==> src/rtl/collatz_engine.sv <==
// Self-sequenced Collatz iterator: accepts a seed on start, steps once per clock,
// and reports steps, peak, overflow/timeout/zero-seed flags with a done pulse.
module collatz_engine #(
    parameter int W         = 20,
    parameter int CW        = 16,
    parameter int MAX_STEPS = 1000,
    parameter int SHORTCUT  = 0
) (
    input  logic          clk,
    input  logic          rst,
    input  logic          start,
    input  logic [W-1:0]  seed,
    output logic          busy,
    output logic          done,
    output logic [W-1:0]  value,
    output logic [CW-1:0] steps,
    output logic [W-1:0]  peak,
    output logic          overflow,
    output logic          timeout,
    output logic          err_zero
);

    typedef enum logic {IDLE, RUN} state_t;

    localparam logic [CW-1:0] MAX_C = CW'(MAX_STEPS);

    state_t        state_q, state_d;
    logic [W-1:0]  value_q, value_d;
    logic [W-1:0]  peak_q, peak_d;
    logic [CW-1:0] steps_q, steps_d;
    logic          done_q, done_d;
    logic          overflow_q, overflow_d;
    logic          timeout_q, timeout_d;
    logic          err_zero_q, err_zero_d;

    logic [W+1:0]  k_ext;
    logic [W+1:0]  t_w;
    logic [W+1:0]  r_w;

    // Two guard bits hold 3k+1 for any W-bit k; nonzero guard bits after the
    // optional halving mean the result cannot be stored.
    always_comb begin
        k_ext = {2'b00, value_q};
        t_w   = (k_ext << 1) + k_ext + {{(W+1){1'b0}}, 1'b1};
        r_w   = (SHORTCUT != 0) ? (t_w >> 1) : t_w;
    end

    always_comb begin
        state_d    = state_q;
        value_d    = value_q;
        peak_d     = peak_q;
        steps_d    = steps_q;
        done_d     = 1'b0;
        overflow_d = overflow_q;
        timeout_d  = timeout_q;
        err_zero_d = err_zero_q;

        case (state_q)
            IDLE: begin
                if (start) begin
                    overflow_d = 1'b0;
                    timeout_d  = 1'b0;
                    err_zero_d = 1'b0;
                    if (seed == '0) begin
                        err_zero_d = 1'b1;
                        done_d     = 1'b1;
                    end else begin
                        value_d = seed;
                        peak_d  = seed;
                        steps_d = '0;
                        state_d = RUN;
                    end
                end
            end
            RUN: begin
                if (value_q == W'(1)) begin
                    done_d  = 1'b1;
                    state_d = IDLE;
                end else if (steps_q == MAX_C) begin
                    timeout_d = 1'b1;
                    done_d    = 1'b1;
                    state_d   = IDLE;
                end else if (!value_q[0]) begin
                    value_d = value_q >> 1;
                    steps_d = steps_q + CW'(1);
                end else if (r_w[W+1:W] != 2'b00) begin
                    overflow_d = 1'b1;
                    done_d     = 1'b1;
                    state_d    = IDLE;
                end else begin
                    value_d = r_w[W-1:0];
                    steps_d = steps_q + CW'(1);
                    if (r_w[W-1:0] > peak_q) peak_d = r_w[W-1:0];
                end
            end
            default: state_d = IDLE;
        endcase
    end

    always_ff @(posedge clk or posedge rst) begin
        if (rst) begin
            state_q    <= IDLE;
            value_q    <= '0;
            peak_q     <= '0;
            steps_q    <= '0;
            done_q     <= 1'b0;
            overflow_q <= 1'b0;
            timeout_q  <= 1'b0;
            err_zero_q <= 1'b0;
        end else begin
            state_q    <= state_d;
            value_q    <= value_d;
            peak_q     <= peak_d;
            steps_q    <= steps_d;
            done_q     <= done_d;
            overflow_q <= overflow_d;
            timeout_q  <= timeout_d;
            err_zero_q <= err_zero_d;
        end
    end

    assign busy     = (state_q == RUN);
    assign done     = done_q;
    assign value    = value_q;
    assign steps    = steps_q;
    assign peak     = peak_q;
    assign overflow = overflow_q;
    assign timeout  = timeout_q;
    assign err_zero = err_zero_q;

endmodule

==> config.mk <==
export PLATFORM = sky130hd
export DESIGN_NAME = collatz_engine
export DESIGN_NICKNAME = d
export VERILOG_FILES = /design/src/rtl/collatz_engine.sv
export SDC_FILE = /design/constraint.sdc
export NUM_CORES = 1
export LEC_CHECK = 0
export BUFFER_PORTS_ARGS = -buffer_cell sky130_fd_sc_hd__buf_2
export CAP_MARGIN = 0
export CORE_MARGIN = 2
export CORE_UTILIZATION = 50
export CTS_BUF_LIST = sky130_fd_sc_hd__clkbuf_8
export CTS_CLUSTER_SIZE = 28
export DETAILED_ROUTE_END_ITERATION = 6
export GPL_ROUTABILITY_DRIVEN = 0
export GPL_TIMING_DRIVEN = 0
export MAX_ROUTING_LAYER = met4
export PLACE_DENSITY_LB_ADDON = 0.1
export SLEW_MARGIN = 20
export SYNTH_ARGS = -nofsm -noshare
export SYNTH_HDL_FRONTEND = slang
export SYNTH_SLANG_ARGS = --single-unit
==> constraint.sdc <==
create_clock -name clk -period 5.93 [get_ports clk]
set_input_delay 0.593 -clock clk [delete_from_list [all_inputs] [get_ports clk]]
set_output_delay 0.593 -clock clk [all_outputs]
set_load 0.01 [all_outputs]
Word level (Yosys, flattened, before mapping)
Index checks and enable logic that the tools add are counted.
{ "totals": {"ff_bits": 61, "in_bits": 23, "out_inout_bits": 61, "elab_cells": 77} }
{ "op_classes": {"add_sub_neg": 3, "n_lt_le_gt_ge": 1, "n_eq_ne": 12, "muxes": 43, "bitwise_logic": 1, "reduce_logical": 8} }
{ "ops": {"columns": ["cell", "count"], "rows": [
  ["20-bit 2-to-1 mux", 11],
  ["16-bit 2-to-1 mux", 6],
  ["20-bit one-hot mux with 2 select lines", 2],
  ["16-bit one-hot mux with 2 select lines", 1],
  ["21-bit by 20-bit adder with 22-bit output", 1],
  ["22-bit by 1-bit adder with 22-bit output (second input constant)", 1],
  ["20-bit by 1-bit == test with 1-bit output (second input constant)", 1],
  ["20-bit > comparator", 1],
  ["20-bit zero test", 1],
  ["1-bit 2-to-1 mux", 19],
  ["16-bit by 1-bit adder with 16-bit output (second input constant)", 1],
  ["16-bit by 10-bit == test with 1-bit output (second input constant)", 1],
  ["2-bit inequality test (second input constant)", 5],
  ["5-bit AND reduction", 2],
  ["2-bit by 1-bit inequality test with 1-bit output (second input constant)", 4],
  ["1-bit one-hot mux with 2 select lines", 4],
  ["7-bit AND reduction", 1],
  ["4-bit AND reduction", 1],
  ["3-bit inequality test (second input constant)", 1],
  ["3-bit AND reduction", 1],
  ["2-bit AND reduction", 1],
  ["2-bit nonzero test", 1],
  ["1-bit NOT", 1]
]} }

Longest topological paths before layout
Gate-level depths: netlist of the first run.
{ "depth": {"depth_word": 9, "ltp_mapped": 18, "ltp_nobuf": 17} }

Worst setup path before layout of the first run
OpenSTA, ideal clock, no wires.
{ "synth_path": {"path_type": "reg-to-reg", "startpoint": "reg value_q[0], in the netlist value[0]", "endpoint": "reg peak_q[16], in the netlist peak[16]", "setup_time_ps": 125, "t_arrival_ps": 3715, "required_ps": 5805, "path_slack_ps": 2090, "path_stages_with_launch": 15, "path_buffers": 1, "period_less_slack_ps": 3840, "path_cell_list": "dfrtp_1 fa_1 a211oi_1 o211ai_1 a31oi_1 o21ai_0 o311a_1 ha_1 nand4_1 nor4_1 a2111oi_0 nand3_1 a41oi_2 buf_6 mux2_4"} }
{ "synth_between": {"elab_chain_len": 8, "elab_cells_between_ends": 16, "classes_between": "2 x add/sub; 1 x order compare; 5 x eq/ne; 6 x mux; 2 x reduce/logical"} }
{ "synth_lines": {"columns": ["element", "line", "rtl"], "rows": [
  ["start: declaration", "28", "logic [W-1:0] value_q, value_d;"],
  ["start signal: assignment", "112", "value_q <= value_d;"],
  ["branches (longest 8 deep; another with 21-bit by 20-bit adder with 22-bit output)", null, null],
  ["end signal: assignment", "113", "peak_q <= peak_d;"],
  ["end: declaration", "29", "logic [W-1:0] peak_q, peak_d;"]
]} }
Several ways; the timed one is not identified. The select of a mux whose other input is x is not followed.
A chain may end at the register's enable or synchronous reset.

Final worst setup path of the first run
{ "layout_path": {"startpoint": "reg value_q[2], in the netlist value[2]", "endpoint": "reg peak_q[16], in the netlist peak[16]"} }
The elaborated chain is that of the path after synthesis.

==> results of run 1 <==
## per-stage QoR
stage                     setup slack [ns]  cell area, um2  hold WS, ns  instances
final                                 1.02            5890        0.207        816
after global routing                 0.818            5890        0.229        816
after floorplan                       2.09            5140        0.521        585
after global placement                1.28            5730        0.476        804
after detailed placement              1.21            5750        0.482        805
after CTS                             1.16            5890        0.212        816
## routing by layer
layer	share of wire	wire [um]
met5	0	0
met4	0.019	288
met3	0.053	819
met2	0.51	7770
met1	0.42	6480
## sequential cells by signal (all words and copies together) (netlist names)
| signal | flops |
|---|---|
| steps | 16 |
| done | 1 |
| peak | 20 |
| timeout | 1 |
| value | 20 |
| overflow | 1 |
| busy | 1 |
| err_zero | 1 |
## synthesized netlist by cell type, types with 2 or more instances
cell type	count	area, um2
xor2_1	10	87.6
nand4_1	16	100
a31o_2	3	26.3
nor2b_1	7	43.8
a31oi_1	14	87.6
nor4_1	6	37.5
nand2_1	36	135
nor2_1	31	116
ha_1	53	663
buf_1	2	7.51
nand3_1	19	95.1
mux2i_1	37	370
and2_1	5	31.3
clkbuf_1	11	41.3
o22ai_1	12	75.1
a21o_1	7	52.6
o21ai_2	2	17.5
a21oi_1	41	205
o21ai_1	4	20.0
nor3_1	8	40.0
o21ai_0	31	155
or4_1	4	30.0
o21a_1	2	15.0
o2111ai_1	2	17.5
mux2_4	3	45.0
and3_1	10	62.6
a22oi_1	4	30.0
xnor2_1	5	43.8
o21bai_1	13	97.6
o211ai_1	5	37.5
o31ai_1	4	30.0
a2111oi_0	2	17.5
a211oi_1	8	60.1
inv_1	60	225
buf_2	4	20.0
dfrtp_1	61	1530
nand2b_1	5	31.3
buf_4	3	22.5
## area by class of cell
type / instances / area, um2
Tap cell: 136 / 170
Sequential cell: 61 / 1530
Inverter: 62 / 235
Multi-Input combinational cell: 441 / 3280
Fill cell: 950 / 4250
Clock inverter: 1 / 3.75
Clock buffer: 10 / 138
Buffer: 21 / 103
Timing Repair Buffer: 84 / 435
## worst min path at each step
stage                            to  cells past startpoint      from  slack [ns]
final                     steps[12]                      2       rst        0.21
after CTS                 steps[12]                      2       rst        0.21
after global routing      steps[12]                      2       rst        0.23
after floorplan            steps[8]                      1  steps[8]        0.52
after detailed placement   steps[8]                      1  steps[8]        0.48
after global placement     steps[8]                      1  steps[8]        0.48
## worst max-delay path: stages, from the launching register on
cell and delay, ns:
dfrtp_1 0.48, inv_1 0.11, ha_1 0.39, a21oi_1 0.23
a211oi_1 0.12, a211oi_1 0.48, o2111ai_1 0.24, a21o_1 0.23
xor2_1 0.27, ha_1 0.31, nand4_1 0.18, nor4_1 0.12
a2111oi_0 0.63, nand3_1 0.21, a41oi_2 0.27, buf_6 0.21
mux2_4 0.31
## cells by family after synthesis
kind of cell | count (synthesis) | share of synthesized area
compound gates | 176 | 0.242
flops | 61 | 0.297
xor+xnor | 15 | 0.0256
simple gates | 155 | 0.154
mux | 41 | 0.0830
buf+inv | 83 | 0.0652
fa+ha+maj | 54 | 0.133
==> results.tsv, run 1 <==
stage	metric	value	unit
synth	syn_nets	662	
grt	grt_most_used_layer	met2	
timing	setup_viol_count_final	0	
layout	layout_commonest_cell	buf_2	
timing	period_minus_slack	4.91	ns
grt	antenna_found_initial	0	
grt	grt_usage	0.292	
placement	hpwl	12200	um
synth	synth_flop_cell	dfrtp_1	
floorplanning	dieArea	11100	um2
setup_path	startpoint_type	flop	
timing	setup_tns	0	ns
synth	syn-cell-area	5140	um2
grt	grt-ovfl-total	0	
floorplanning	row_count	37	
clocking	cts_setup_buffers	0	
setup_path	arrival	5.14	ns
layout	final_util	0.581	
setup_path	r2r.worst_path.cells	16	
routing	routed_wl	15400	um
setup_path	crit_fanout	10	
synth	syn_inst	585	
grt	grtUsageMet1	0.361	
timing	tightest_slew	0.841	ns
timing	max_freq	204	MHz
routing	ant_nets	0	
layout	nNetsFinal	757	
floorplanning	initial_core_util	0.507	
timing	slew_viol_final	0	
clocking	cts_tree	built	
grt	grt_pass1_wl	25000	um
routing	vias_per_cell	6.07	
layout	diodes	0	
layout	final_cell_mix	87 x buf_2, 61 x dfrtp_1, 60 x inv_1	
synth	yosys_register_bits	61	
clocking	cts_buffer_depth	2	
synth	synth-edff-count	0	
timing	timing.final.hold_violations	0	
floorplanning	ios	84	
setup_path	critPathCapture	peak[16]	
floorplanning	coreArea	10100	um2
setup_path	regToRegSetupSlack	1.02	ns
grt	use_met2	0.493	
clocking	cts-resized-gates	0	
synth	yosysSeqAreaShare	0.297	
synth	synthArstFlopShare	1.00	
grt	grt_max_degree	39	
timing	skew	0.0113	ns
routing	drcViolationCount	0	
setup_path	setup.worst_path.start	value[2]	
clocking	root_buffer	clkbuf_8	
clocking	insertion_delay	0.35	ns
worst_hold_path	hp-class	input port to async pin	
setup_path	endpoint_kind	flop	
placement	io_buffers	83	
synth	yosysUniqueCellTypes	73	
clocking	cts.sink_count	61	
routing	wl_per_cell	18.8	um
run	max_cap_viol_count	0	
timing	period_share	0.828	
clocking	cts_hold_buf	0	
layout	area_growth	14.6	%
timing	relSlewSlack	0.433	
clocking	path_clk_slew	0.07	ns
setup_path	required	6.16	ns
floorplanning	die_x	105	um
setup_path	r2r-end	peak[16]	
grt	grt_pass1_vias	4919	
grt	use_met3	0.0433	
layout	drive_gt1_frac	0.188	
floorplanning	die_h	105	um
routing	vias	4950	
synth	avgSynthCellArea	8.79	um2
outcome	outcome	completed	
synth	yosysWarnings	0	
setup_path	r2r-start	value[2]	
routing	drtPass1Iterations	5	
timing	rsz0062_at_grt	false	
setup_path	critical_path_class	flop to flop	
clocking	htree_levels	3	
routing	drt_iter0_drc	415	
clocking	cts_buffers	9	
Power of run 1 is not shown: default switching activity piles up to over one toggle a cycle in this logic, so the estimate is an artifact.
==> run 2: changes to the inputs <==
clock period = 5 ns   (was 5.93 ns; I/O delays follow)
==> run 2 against run 1 <==
Clock-buffer cell count unchanged. Design area grew 0.11%. Global-route usage did not move. Maximum frequency is 4.4% higher. Die area is the same. Register-to-register slack lost 0.72 ns. Critical path depth decreased by 2. First-iteration DRC count is 12% lower. Via count down 0.67%.
==> results.tsv, run 2 (synthesized netlist as in run 1, its figures left out) <==
stage	metric	value	unit
setup_path	r2r-end	peak[16]	
setup_path	critPathSlowestCell	dfrtp_1	
grt	grt_max_degree	39	
floorplanning	die_x	105	um
setup_path	required	5.24	ns
routing	drcViolationCount	0	
grt	antenna_found_initial	0	
setup_path	r2r.worst_path.cells	14	
placement	hpwl	12200	um
routing	vias_per_cell	6.03	
floorplanning	ios	84	
layout	diodes	0	
setup_path	r2r-start	value[0]	
setup_path	regToRegSetupSlack	0.29	ns
grt	grt-ovfl-total	0	
layout	final_cell_mix	87 x buf_2, 61 x dfrtp_1, 60 x inv_1	
clocking	cts_buffers	9	
routing	wl_per_cell	18.8	um
clocking	path_clk_slew	0.07	ns
clocking	htree_levels	3	
clocking	cts_buffer_depth	2	
layout	drive_gt1_frac	0.190	
timing	timing.hold.ws	0.109	ns
floorplanning	die_h	105	um
layout	final_util	0.582	
setup_path	crit_fanout	12	
timing	period_share	0.941	
worst_hold_path	hp-class	input port to async pin	
routing	drt_iter0_drc	366	
timing	max_freq	213	MHz
clocking	cts_tree	built	
grt	grt_pass1_wl	25000	um
setup_path	cpLargestDelayFamily	compound AO/OA/AOI/OAI gates	
timing	skew	0.00998	ns
layout	layout_commonest_cell	buf_2	
layout	fin_cells	816	
floorplanning	dieArea	11100	um2
clocking	cts_setup_buffers	0	
clocking	insertion_delay	0.35	ns
clocking	root_buffer	clkbuf_8	
timing	slew_viol_final	0	
floorplanning	initial_core_util	0.507	
setup_path	worst-path-buf-inv	1	
timing	setup_tns	0	ns
timing	tightest_slew	0.842	ns
routing	drtPass1Iterations	6	
placement	io_buffers	83	
setup_path	path_cells	fa_1 -> a211oi_1 -> o211ai_1 -> a31oi_1 -> o21ai_0 -> o311a_1 -> ha_1 -> nand4_1 -> nor4_1 -> a2111oi_1 -> nand3_1 -> a41oi_2 -> buf_6 -> mux2_4	
run	max_cap_viol_count	0	
layout	nNetsFinal	757	
routing	ant_nets	0	
floorplanning	row_count	37	
routing	routed_wl	15400	um
setup_path	critPathMaxStageDelay	0.59	ns
placement	dp_cells	805	
layout	area_growth	14.7	%
clocking	cts.sink_count	61	
floorplanning	coreArea	10100	um2
setup_path	startpoint_type	flop	
timing	relSlewSlack	0.433	
setup_path	critical_path_class	flop to flop	
timing	timing.final.hold_violations	0	
outcome	outcome	completed	
timing	rsz0062_at_grt	false	
timing	setup_viol_count_final	0	
grt	grt_usage	0.292	
setup_path	endpoint_kind	flop	
routing	vias	4917	
timing	period_minus_slack	4.71	ns
grt	grt_pass1_vias	4919	
setup_path	arrival	4.94	ns
==> run 2: timing repair <==
item / in CTS / in global routing
gates resized for setup: 0 / 2
hold buffers: 0 / 0
endpoints found under the setup margin: 0 / 14
==> run 2: per-layer routing <==
layer | GRT usage | routed length [um] | up-vias
met3 | 0.0433 | 645 | 25
li1 | - | - | 2334
met1 | 0.361 | 6680 | 2407
met2 | 0.493 | 7740 | 151
met5 | - | 0 | -
met4 | 0.0943 | 304 | 0
==> run 2: worst register-to-register path: stages, from the launching register on <==
cell	delay (ns)
dfrtp_1	0.59
fa_1	0.56
a211oi_1	0.30
o211ai_1	0.17
a31oi_1	0.24
o21ai_0	0.19
o311a_1	0.45
ha_1	0.31
nand4_1	0.17
nor4_1	0.12
a2111oi_1	0.52
nand3_1	0.19
a41oi_2	0.26
buf_6	0.21
mux2_4	0.31
==> run 2: worst max-delay path by stage <==
stage	startpoint	end	cells after the start
3_5_place_dp	value[4]	peak[16]	16
6_report	value[0]	peak[16]	14
5_1_grt	value[0]	peak[9]	14
3_3_place_gp	value[0]	peak[16]	15
2_1_floorplan	value[0]	peak[16]	14
4_1_cts	value[4]	peak[9]	16
==> run 2: final cells by class <==
class / count / area [um2]
plain buffers: 21 / 103
multi-input cells: 441 / 3280
clock inverters: 1 / 3.75
well taps: 136 / 170
repair buffers: 84 / 435
inverters: 62 / 235
clock buffers: 10 / 138
flip-flops and latches: 61 / 1530
fillers: 948 / 4240
==> run 2: per-stage QoR <==
step           setup WS (ns)  area [um2]
2_1_floorplan           1.16        5140
3_5_place_dp           0.281        5750
5_1_grt               0.0330        5900
6_report               0.295        5900
4_1_cts                0.228        5890
3_3_place_gp           0.350        5730
Power of run 2 is left out for the same reason.
==> run 3: changes to the inputs <==
BUFFER_PORTS_ARGS = -buffer_cell sky130_fd_sc_hd__buf_4   (was -buffer_cell sky130_fd_sc_hd__buf_2)
CTS_CLUSTER_DIAMETER = 30   (was not set)
==> run 3 against run 2 <==
Clock skew increased by 0.0062 ns. Setup slack improved by 0.10 ns. Cell count increased by 0.37%. Global-route usage decreased by 0.77 points. Critical path depth increased by 1. Flip-flop and latch count unchanged. Critical endpoint is now peak[3].
==> results.tsv, run 3 (synthesized netlist as in run 1, its figures left out) <==
stage	metric	value	unit
outcome	outcome	completed	
routing	drtPass1Iterations	5	
grt	grt_pass1_wl	24400	um
placement	post_dp_cell_area	5960	um2
timing	relSlewSlack	0.439	
setup_path	crit_fanout	10	
placement	hpwl	12000	um
setup_path	critical_path_class	flop to flop	
layout	fill_cells	919	
run	max_cap_viol_count	0	
timing	max_freq	217	MHz
clocking	cts_tree	built	
placement	io_buffers	83	
floorplanning	die_h	105	um
setup_path	critPathCapture	peak[3]	
grt	grt_pass1_vias	4827	
clocking	cts_hold_buf	0	
floorplanning	dieArea	11100	um2
clocking	cts_buffers	9	
routing	vias_per_cell	6.01	
floorplanning	row_count	37	
routing	routed_wl	14900	um
setup_path	endpoint_kind	flop	
clocking	insertion_delay	0.35	ns
setup_path	regToRegSetupSlack	0.40	ns
timing	period_share	0.920	
layout	diodes	0	
setup_path	r2r-start	value[4]	
timing	timing.final.hold_violations	0	
layout	regArea	1530	um2
worst_hold_path	hp-class	input port to async pin	
setup_path	r2r.worst_path.cells	15	
setup_path	r2r-end	peak[3]	
routing	drt_iter0_drc	357	
layout	final_cell_mix	86 x buf_4, 61 x dfrtp_1, 60 x inv_1	
timing	tightest_slew	0.833	ns
routing	drcViolationCount	0	
floorplanning	die_x	105	um
timing	rsz0062_at_grt	false	
layout	area_growth	19.2	%
timing	slew_viol_final	0	
setup_path	required	5.22	ns
clocking	cts.sink_count	61	
layout	drive_gt1_frac	0.193	
timing	setup_viol_count_final	0	
layout	nNetsFinal	757	
routing	wl_per_cell	18.2	um
timing	fin_ws	0.399	ns
layout	multiInputGateArea	3280	um2
clocking	cts_buffer_depth	2	
grt	grt_max_degree	39	
routing	ant_nets	0	
floorplanning	ios	84	
setup_path	startpoint_type	flop	
clocking	path_clk_slew	0.07	ns
grt	antenna_found_initial	0	
setup_path	arrival	4.83	ns
timing	timing.hold.ws	0.125	ns
clocking	cts-resized-gates	0	
floorplanning	coreArea	10100	um2
timing	setup_tns	0	ns
clocking	root_buffer	clkbuf_8	
grt	grt_usage	0.285	
layout	fin_area	6130	um2
placement	place_ws	0.360	ns
grt	grt-ovfl-total	0	
clocking	cts_setup_buffers	0	
floorplanning	initial_core_util	0.507	
timing	skew	0.0162	ns
setup_path	setup.worst_path.start	value[4]	
clocking	htree_levels	3	
routing	vias	4919	
layout	layout_commonest_cell	buf_4	
timing	period_minus_slack	4.60	ns
-- run 3: cell types whose count changed in the layout (fill, tap and decap cells not counted) --
cell and delta:
clkbuf_8 +1, a2111oi_1 -1, clkinv_2 +2, buf_4 +83, buf_2 -83, a2111oi_0 +1
-- run 3: area by class of cell --
| cell class | count | share of cell area |
|---|---|---|
| Buffer | 21 | 0.0167 |
| Inverter | 62 | 0.0384 |
| Multi-Input combinational cell | 441 | 0.536 |
| Clock inverter | 3 | 0.00225 |
| Tap cell | 136 | 0.0278 |
| Timing Repair Buffer | 84 | 0.105 |
| Clock buffer | 11 | 0.0247 |
| Sequential cell | 61 | 0.249 |
-- run 3: metal layers --
metal  track usage  share of wire  up-vias
met3        0.0396          0.047       39
met1         0.359           0.43     2375
li1              -              -     2341
met5             -              0        -
met4         0.112          0.032        0
met2         0.463           0.49      164
-- run 3: worst min-delay path by stage --
stage,to,depth (start not counted),slack [ns],startpoint
after global routing,peak[17],2,0.15,rst
after detailed placement,steps[15],2,0.49,rst
final,steps[15],2,0.12,rst
after global placement,steps[8],1,0.49,steps[8]
after floorplan,steps[8],1,0.52,steps[8]
after CTS,steps[15],2,0.13,rst
-- run 3: metrics by stage --
step / std cells / util
2_1_floorplan: 585 / -
3_3_place_gp: 804 / 0.585
3_5_place_dp: 805 / 0.587
4_1_cts: 819 / 0.604
5_1_grt: 819 / 0.604
6_report: 819 / 0.604
-- run 3: worst max-delay path, cell delays in order (launching register included) --
cell       delay [ns]
dfrtp_1          0.51
inv_1            0.12
ha_1             0.45
o211ai_4         0.14
o211ai_1         0.28
a31oi_1          0.14
o21ai_0          0.37
xor2_1           0.42
ha_1             0.35
nand4_1          0.14
nor4_1           0.10
a2111oi_0        0.52
nand3_1          0.15
a41oi_2          0.25
buf_6            0.22
mux2_4           0.31
Power of run 3 is left out for the same reason.
